===== config.mk =====
export PLATFORM = sky130hd
export DESIGN_NAME = seq_stage_controller
export DESIGN_NICKNAME = d
export VERILOG_FILES = /design/src/rtl/seq_pkg.sv /design/src/rtl/seq_perf_cnt.sv /design/src/rtl/seq_stage_controller.sv
export SDC_FILE = /design/constraint.sdc
export NUM_CORES = 1
export LEC_CHECK = 0
export CAP_MARGIN = 20
export CELL_PAD_IN_SITES_DETAIL_PLACEMENT = 0
export CELL_PAD_IN_SITES_GLOBAL_PLACEMENT = 2
export CORE_ASPECT_RATIO = 1.4
export CORE_MARGIN = 2
export CORE_UTILIZATION = 30
export DETAILED_ROUTE_END_ITERATION = 10
export PLACE_DENSITY = 0.88
export RECOVER_POWER = 50
export SYNTH_ARGS = -nofsm -noshare
export SYNTH_HDL_FRONTEND = slang
export SYNTH_SLANG_ARGS = --single-unit

===== constraint.sdc =====
create_clock -name Clk -period 2.96 [get_ports Clk]
set_input_delay 0.444 -clock Clk [delete_from_list [all_inputs] [get_ports Clk]]
set_output_delay 0.444 -clock Clk [all_outputs]
set_load 0.03 [all_outputs]

===== src/rtl/seq_pkg.sv =====
// Shared types and constants for the SEQ Y86-64 stage sequencer.
// Includes the stage-state enum, icode/status encodings and icode routing helpers.
package seq_pkg;

    typedef enum logic [2:0] {
        ST_IDLE,
        ST_FETCH,
        ST_DECODE,
        ST_EXECUTE,
        ST_MEMORY,
        ST_WRITEBACK,
        ST_PCUPD,
        ST_HALT
    } seq_state_t;

    localparam logic [3:0] ICODE_HALT   = 4'h0;
    localparam logic [3:0] ICODE_NOP    = 4'h1;
    localparam logic [3:0] ICODE_CMOVXX = 4'h2;
    localparam logic [3:0] ICODE_IRMOVQ = 4'h3;
    localparam logic [3:0] ICODE_RMMOVQ = 4'h4;
    localparam logic [3:0] ICODE_MRMOVQ = 4'h5;
    localparam logic [3:0] ICODE_OPQ    = 4'h6;
    localparam logic [3:0] ICODE_JXX    = 4'h7;
    localparam logic [3:0] ICODE_CALL   = 4'h8;
    localparam logic [3:0] ICODE_RET    = 4'h9;
    localparam logic [3:0] ICODE_PUSHQ  = 4'hA;
    localparam logic [3:0] ICODE_POPQ   = 4'hB;

    localparam logic [2:0] STAT_AOK = 3'd1;
    localparam logic [2:0] STAT_HLT = 3'd2;
    localparam logic [2:0] STAT_ADR = 3'd3;
    localparam logic [2:0] STAT_INS = 3'd4;

    function automatic logic needs_mem(input logic [3:0] icode);
        case (icode)
            ICODE_RMMOVQ, ICODE_MRMOVQ, ICODE_CALL,
            ICODE_RET, ICODE_PUSHQ, ICODE_POPQ: return 1'b1;
            default:                            return 1'b0;
        endcase
    endfunction

    // True for every icode that writes the register file, including those
    // that pass through MEMORY first; rmmovq is the only memory op without it.
    function automatic logic needs_wb(input logic [3:0] icode);
        case (icode)
            ICODE_CMOVXX, ICODE_IRMOVQ, ICODE_OPQ, ICODE_MRMOVQ,
            ICODE_CALL, ICODE_RET, ICODE_PUSHQ, ICODE_POPQ: return 1'b1;
            default:                                        return 1'b0;
        endcase
    endfunction

endpackage


===== src/rtl/seq_perf_cnt.sv =====
// Free-running busy-cycle and retired-instruction counters.
// Both counters wrap silently at 2^CNT_W.
module seq_perf_cnt #(
    parameter int CNT_W = 64
) (
    input  logic             Clk,
    input  logic             Rst_n,
    input  logic             count_cycle,
    input  logic             count_retire,
    output logic [CNT_W-1:0] cycle_cnt,
    output logic [CNT_W-1:0] instr_cnt
);

    localparam logic [CNT_W-1:0] CNT_ONE = {{(CNT_W-1){1'b0}}, 1'b1};

    always_ff @(posedge Clk) begin
        if (!Rst_n) begin
            cycle_cnt <= '0;
            instr_cnt <= '0;
        end else begin
            if (count_cycle)
                cycle_cnt <= cycle_cnt + CNT_ONE;
            if (count_retire)
                instr_cnt <= instr_cnt + CNT_ONE;
        end
    end

endmodule


===== src/rtl/seq_stage_controller.sv =====
// Multi-cycle stage sequencer for the SEQ Y86-64 core: one-cycle stage strobes,
// imem/dmem handshakes, processor status and performance counters.
//
// state        | meaning
// IDLE         | waiting for start
// FETCH        | imem_req high until imem_ack
// DECODE       | dec_en strobe
// EXECUTE      | exe_en strobe, route by icode
// MEMORY       | dmem_req high until dmem_ack
// WRITEBACK    | wb_en strobe
// PCUPD        | pc_en strobe, instruction retires
// HALT         | absorbing, stat holds the cause
module seq_stage_controller
    import seq_pkg::*;
#(
    parameter int CNT_W = 64
) (
    input  logic             Clk,
    input  logic             Rst_n,
    input  logic             start,
    input  logic [3:0]       icode,
    input  logic             instr_valid,
    output logic             imem_req,
    input  logic             imem_ack,
    input  logic             imem_err,
    output logic             dmem_req,
    input  logic             dmem_ack,
    input  logic             dmem_err,
    output logic             dec_en,
    output logic             exe_en,
    output logic             wb_en,
    output logic             pc_en,
    output logic [2:0]       stat,
    output logic             busy,
    output logic             halted,
    output logic [CNT_W-1:0] cycle_cnt,
    output logic [CNT_W-1:0] instr_cnt
);

    seq_state_t state, state_nxt;
    logic [3:0] icode_q, icode_nxt;
    logic [2:0] stat_q, stat_nxt;
    logic       retire;

    always_ff @(posedge Clk) begin
        if (!Rst_n) begin
            state   <= ST_IDLE;
            icode_q <= ICODE_HALT;
            stat_q  <= STAT_AOK;
        end else begin
            state   <= state_nxt;
            icode_q <= icode_nxt;
            stat_q  <= stat_nxt;
        end
    end

    always_comb begin
        state_nxt = state;
        icode_nxt = icode_q;
        stat_nxt  = stat_q;
        retire    = 1'b0;
        case (state)
            ST_IDLE: begin
                if (start)
                    state_nxt = ST_FETCH;
            end
            ST_FETCH: begin
                if (imem_ack) begin
                    if (imem_err) begin
                        stat_nxt  = STAT_ADR;
                        state_nxt = ST_HALT;
                    end else if (!instr_valid) begin
                        stat_nxt  = STAT_INS;
                        state_nxt = ST_HALT;
                    end else if (icode == ICODE_HALT) begin
                        stat_nxt  = STAT_HLT;
                        retire    = 1'b1;
                        state_nxt = ST_HALT;
                    end else begin
                        icode_nxt = icode;
                        state_nxt = ST_DECODE;
                    end
                end
            end
            ST_DECODE: state_nxt = ST_EXECUTE;
            ST_EXECUTE: begin
                if (needs_mem(icode_q))
                    state_nxt = ST_MEMORY;
                else if (needs_wb(icode_q))
                    state_nxt = ST_WRITEBACK;
                else
                    state_nxt = ST_PCUPD;
            end
            ST_MEMORY: begin
                if (dmem_ack) begin
                    if (dmem_err) begin
                        stat_nxt  = STAT_ADR;
                        state_nxt = ST_HALT;
                    end else if (needs_wb(icode_q)) begin
                        state_nxt = ST_WRITEBACK;
                    end else begin
                        state_nxt = ST_PCUPD;
                    end
                end
            end
            ST_WRITEBACK: state_nxt = ST_PCUPD;
            ST_PCUPD: begin
                retire    = 1'b1;
                state_nxt = ST_FETCH;
            end
            ST_HALT: state_nxt = ST_HALT;
            default: state_nxt = ST_IDLE;
        endcase
    end

    // Everything visible is decoded from registered state so no output
    // has a combinational path from the memory handshake inputs.
    assign imem_req = (state == ST_FETCH);
    assign dmem_req = (state == ST_MEMORY);
    assign dec_en   = (state == ST_DECODE);
    assign exe_en   = (state == ST_EXECUTE);
    assign wb_en    = (state == ST_WRITEBACK);
    assign pc_en    = (state == ST_PCUPD);
    assign halted   = (state == ST_HALT);
    assign busy     = (state != ST_IDLE) && (state != ST_HALT);
    assign stat     = stat_q;

    seq_perf_cnt #(.CNT_W(CNT_W)) u_perf_cnt (
        .Clk          (Clk),
        .Rst_n        (Rst_n),
        .count_cycle  (busy),
        .count_retire (retire),
        .cycle_cnt    (cycle_cnt),
        .instr_cnt    (instr_cnt)
    );

endmodule


==> flow_results.xml <==
<?xml version="1.0" encoding="UTF-8"?>
<metrics>
  <group name="outcome">
    <metric name="outcome" unit="">finished clean</metric>
  </group>
  <group name="logic_synthesis">
    <metric name="postSynth.topFlopCell" unit="">dfxtp_1</metric>
    <metric name="synthDominantCellAreaShare" unit="%">38.9</metric>
    <metric name="synth_xor_xnor_area_share" unit="%">5.26</metric>
    <metric name="synth_edf_count" unit="">0</metric>
    <metric name="synth.lib_cells_used.distinct" unit="">55</metric>
    <metric name="syn-instance-count" unit="">886</metric>
    <metric name="largest_family_of_logic_cells_by_synthesized_area" unit="">simple AND/OR/NAND/NOR gates</metric>
    <metric name="compound_gate_fraction_of_synth_area" unit="%">14.1</metric>
    <metric name="async_flop_share" unit="%">0</metric>
    <metric name="synthesis.nets" unit="">900</metric>
    <metric name="synth-simple-area-share" unit="%">35.0</metric>
    <metric name="synth_area" unit="sq mm">0.00716</metric>
    <metric name="ys_ff_latch" unit="">139</metric>
    <metric name="synth_warnings" unit="">0</metric>
    <metric name="synth_top_cells_by_area" unit="">dfxtp_1 (39%), nand4_1 (5.4%), a21oi_1 (5.0%)</metric>
    <metric name="synthMuxAreaShare" unit="%">2.39</metric>
    <metric name="synth.largest_area_cell" unit="">dfxtp_1</metric>
    <metric name="avgSynthCellArea" unit="sq um">8.08</metric>
    <metric name="synth_fa_ha_area_share" unit="%">0.349</metric>
    <metric name="synth.yosys.seq_area_share" unit="%">38.9</metric>
  </group>
  <group name="timing">
    <metric name="timing_max_transition_violations_final" unit="">0</metric>
    <metric name="timing.final.hold_violations" unit="">0</metric>
    <metric name="timing.final.crit_share" unit="%">91.7</metric>
    <metric name="fin_tns_setup" unit="ns">0</metric>
    <metric name="final.setup_skew" unit="ns">0.0112</metric>
    <metric name="final.min_clock_period" unit="ns">2.71</metric>
    <metric name="max-slew-margin-rel" unit="%">53.3</metric>
    <metric name="clock.fmax" unit="MHz">368</metric>
    <metric name="setup-violations-final" unit="">0</metric>
    <metric name="unrepaired_setup_endpoints_after_global_routing" unit="">false</metric>
    <metric name="tightest_slew" unit="ns">0.697</metric>
  </group>
  <group name="route">
    <metric name="wl_per_cell" unit="um">17.5</metric>
    <metric name="post_drt_via_cell_ratio" unit="">5.49</metric>
    <metric name="dr.first_iter.drc_count" unit="">423</metric>
    <metric name="via_count" unit="">7450</metric>
    <metric name="detail-route-antenna-nets" unit="">0</metric>
    <metric name="firstDrtPassIters" unit="">5</metric>
    <metric name="post-route-drc-count" unit="">0</metric>
    <metric name="finalWirelength" unit="mm">23.7</metric>
  </group>
  <group name="final_layout">
    <metric name="layout-drive-gt1-share" unit="%">6.95</metric>
    <metric name="stdcell_count" unit="">1358</metric>
    <metric name="layout_commonest_cell" unit="">dfxtp_1</metric>
    <metric name="area_growth_syn_to_layout" unit="%">34.4</metric>
    <metric name="final_nets" unit="">1052</metric>
    <metric name="most_used_cells_in_the_layout_excluding_fill_and_tap_cells" unit="">dfxtp_1 (139), dlygate4sd3_1 (102), a21oi_1 (71), nand2_1 (71), nor2_1 (65)</metric>
  </group>
  <group name="floorplan">
    <metric name="effective_utilization_at_floorplan" unit="%">30.6</metric>
    <metric name="boundaryPins" unit="">151</metric>
    <metric name="floorplan.rows" unit="">66</metric>
    <metric name="y_dimension_of_the_die" unit="um">187</metric>
    <metric name="floorplan.core_area" unit="sq mm">0.0234</metric>
    <metric name="die_width" unit="um">135</metric>
    <metric name="die-area" unit="sq mm">0.0251</metric>
  </group>
  <group name="grt">
    <metric name="initial_antenna_violation_count" unit="">0</metric>
    <metric name="globalRouteTotalUtil" unit="%">19.0</metric>
    <metric name="grt_max_degree" unit="">48</metric>
    <metric name="wire_length_of_the_first_global_routing_pass" unit="mm">38.3</metric>
    <metric name="globalRoute.totalOverflow" unit="">0</metric>
    <metric name="grt_pass1_vias" unit="">7083</metric>
  </group>
  <group name="place">
    <metric name="place.port_buffers" unit="">150</metric>
    <metric name="gp_routability_congestion" unit="">0.828</metric>
    <metric name="hpwl" unit="mm">17.4</metric>
    <metric name="post-place-cells" unit="">1325</metric>
  </group>
  <group name="setup_path">
    <metric name="setup.worst_path.start_class" unit="">register</metric>
    <metric name="critical_path_arrival" unit="ns">2.27</metric>
    <metric name="worstRegToRegCells" unit="">5</metric>
    <metric name="ff2ff_setup_slack" unit="ns">0.40</metric>
    <metric name="criticalPathCategory" unit="">register to primary output</metric>
    <metric name="regToRegStartpoint" unit="">state[1]</metric>
    <metric name="worst-path-max-fanout" unit="">11</metric>
    <metric name="critPathRequiredTime" unit="ns">2.52</metric>
    <metric name="timing.critical_path.to_type" unit="">primary output</metric>
    <metric name="worst_r2r_endpoint" unit="">u_perf_cnt.cycle_cnt[42]</metric>
  </group>
  <group name="worst_hold_path">
    <metric name="timing.hold.worst_path_depth" unit="">2</metric>
    <metric name="min-delay-path-class" unit="">register to register</metric>
    <metric name="timing.hold.worst.start" unit="">u_perf_cnt.cycle_cnt[41]</metric>
    <metric name="hold_path_end" unit="">u_perf_cnt.cycle_cnt[41]</metric>
  </group>
  <group name="clocking">
    <metric name="cts_resized" unit="">0</metric>
    <metric name="clk_path_buf_depth" unit="">2</metric>
    <metric name="cts_setup_buffers" unit="">0</metric>
    <metric name="clkSlewWorstSetupHoldPaths" unit="ns">0.06</metric>
    <metric name="ctsHtreeMaxLevel" unit="">4</metric>
    <metric name="tritoncts_clock_tree" unit="">done</metric>
    <metric name="holdBufCountCts" unit="">0</metric>
    <metric name="root_buffer" unit="">clkbuf_16</metric>
    <metric name="cts_inserted_buffers" unit="">17</metric>
    <metric name="clock-sinks" unit="">139</metric>
    <metric name="insertion_delay" unit="ns">0.42</metric>
  </group>
  <group name="power_and_ir_drop">
    <metric name="cellPowerDensity" unit="mW/mm^2">456</metric>
    <metric name="static-leakage-power" unit="uW">0.00341</metric>
    <metric name="irDropWorstVdd" unit="mV">0.415</metric>
  </group>
  <group name="run">
    <metric name="maxCapViolCount" unit="">0</metric>
  </group>
</metrics>
## layer usage
metal	GRT usage (%)	wire, um	vias up
li1	-	-	3635
met1	22.5	9790	3587
met2	34.1	12400	202
met3	3.90	1150	26
met4	5.51	352	0
met5	0	0	-
## Yosys cell counts (4+ instances only)
cell and count:
o311ai_0 5, buf_2 8, nor3_1 23, o211ai_1 5, clkbuf_1 38, a21oi_1 71, o31ai_1 31, nor2b_1 4
dfxtp_1 139, xor2_1 20, nor4_1 19, nand4_1 62, and2_1 8, nand3_1 51, mux2i_1 16, or4_1 38
nand2b_1 18, or3_1 35, and4_1 12, xnor2_1 23, and3_1 27, o41ai_1 5, nand2_1 70, inv_1 20
nor2_1 65, o21ai_0 33
## worst max-delay path: stages (launching register included)
cell and delay [ns]:
dfxtp_1 0.54, or3_1 0.32, and2_1 0.27, clkdlybuf4s50_1 0.71
## how the worst max path moves through the flow
stage / slack (ns) / endpoint / from
6_report: 0.25 / busy / state[1]
5_1_grt: 0.12 / busy / state[1]
4_1_cts: 0.22 / busy / state[1]
3_5_place_dp: 0.23 / u_perf_cnt.instr_cnt[47] / icode[1]
3_3_place_gp: 0.27 / u_perf_cnt.instr_cnt[47] / icode[3]
2_1_floorplan: 0.63 / u_perf_cnt.cycle_cnt[55] / u_perf_cnt.cycle_cnt[4]
## area by class of cell
cell class	instances	area (sq um)
inverters	20	76.3
clock buffers	22	484
flip-flops and latches	139	2780
diodes	1	2.50
well taps	306	383
fillers	2379	13700
clock inverters	10	67.6
multi-input cells	675	4080
repair buffers	185	1750
## through the flow
| stage | area, sq um | utilization [%] | hold slack, ns | power (uW) | setup WS [ns] |
|---|---|---|---|---|---|
| after CTS | 9650 | 41.3 | 0.499 | 4450 | 0.220 |
| after floorplan | 7160 | - | 0.487 | 2260 | 0.627 |
| after global routing | 9620 | 41.2 | 0.518 | 4550 | 0.118 |
| final | 9630 | 41.2 | 0.492 | 4390 | 0.246 |
| after detailed placement | 9100 | 38.9 | 0.489 | 2430 | 0.231 |
| after global placement | 9100 | 38.9 | 0.482 | 2430 | 0.265 |
## state kept, by name, summed over array words and instances, names as in the netlist, named ones only
| register | flops |
|---|---|
| u_perf_cnt.instr_cnt | 64 |
| state | 3 |
| icode_q | 4 |
| stat | 3 |
| u_perf_cnt.cycle_cnt | 64 |
## logic make-up after synthesis
group | after synthesis
AO/OA/AOI/OAI | 166
XOR/XNOR | 43
adder cells (fa/ha/maj) | 2
buffers and inverters | 72
flip-flops | 139
multiplexers | 17
AND/OR/NAND/NOR | 447
## power breakdown
part / leakage, uW / internal, uW / switching (uW) / total (uW)
clock: 0.000264 / 1160 / 853 / 2010
combinational: 0.00202 / 167 / 273 / 439
sequential: 0.00112 / 1900 / 37.7 / 1940
No activity file was read; power rests on OpenSTA's default activity.
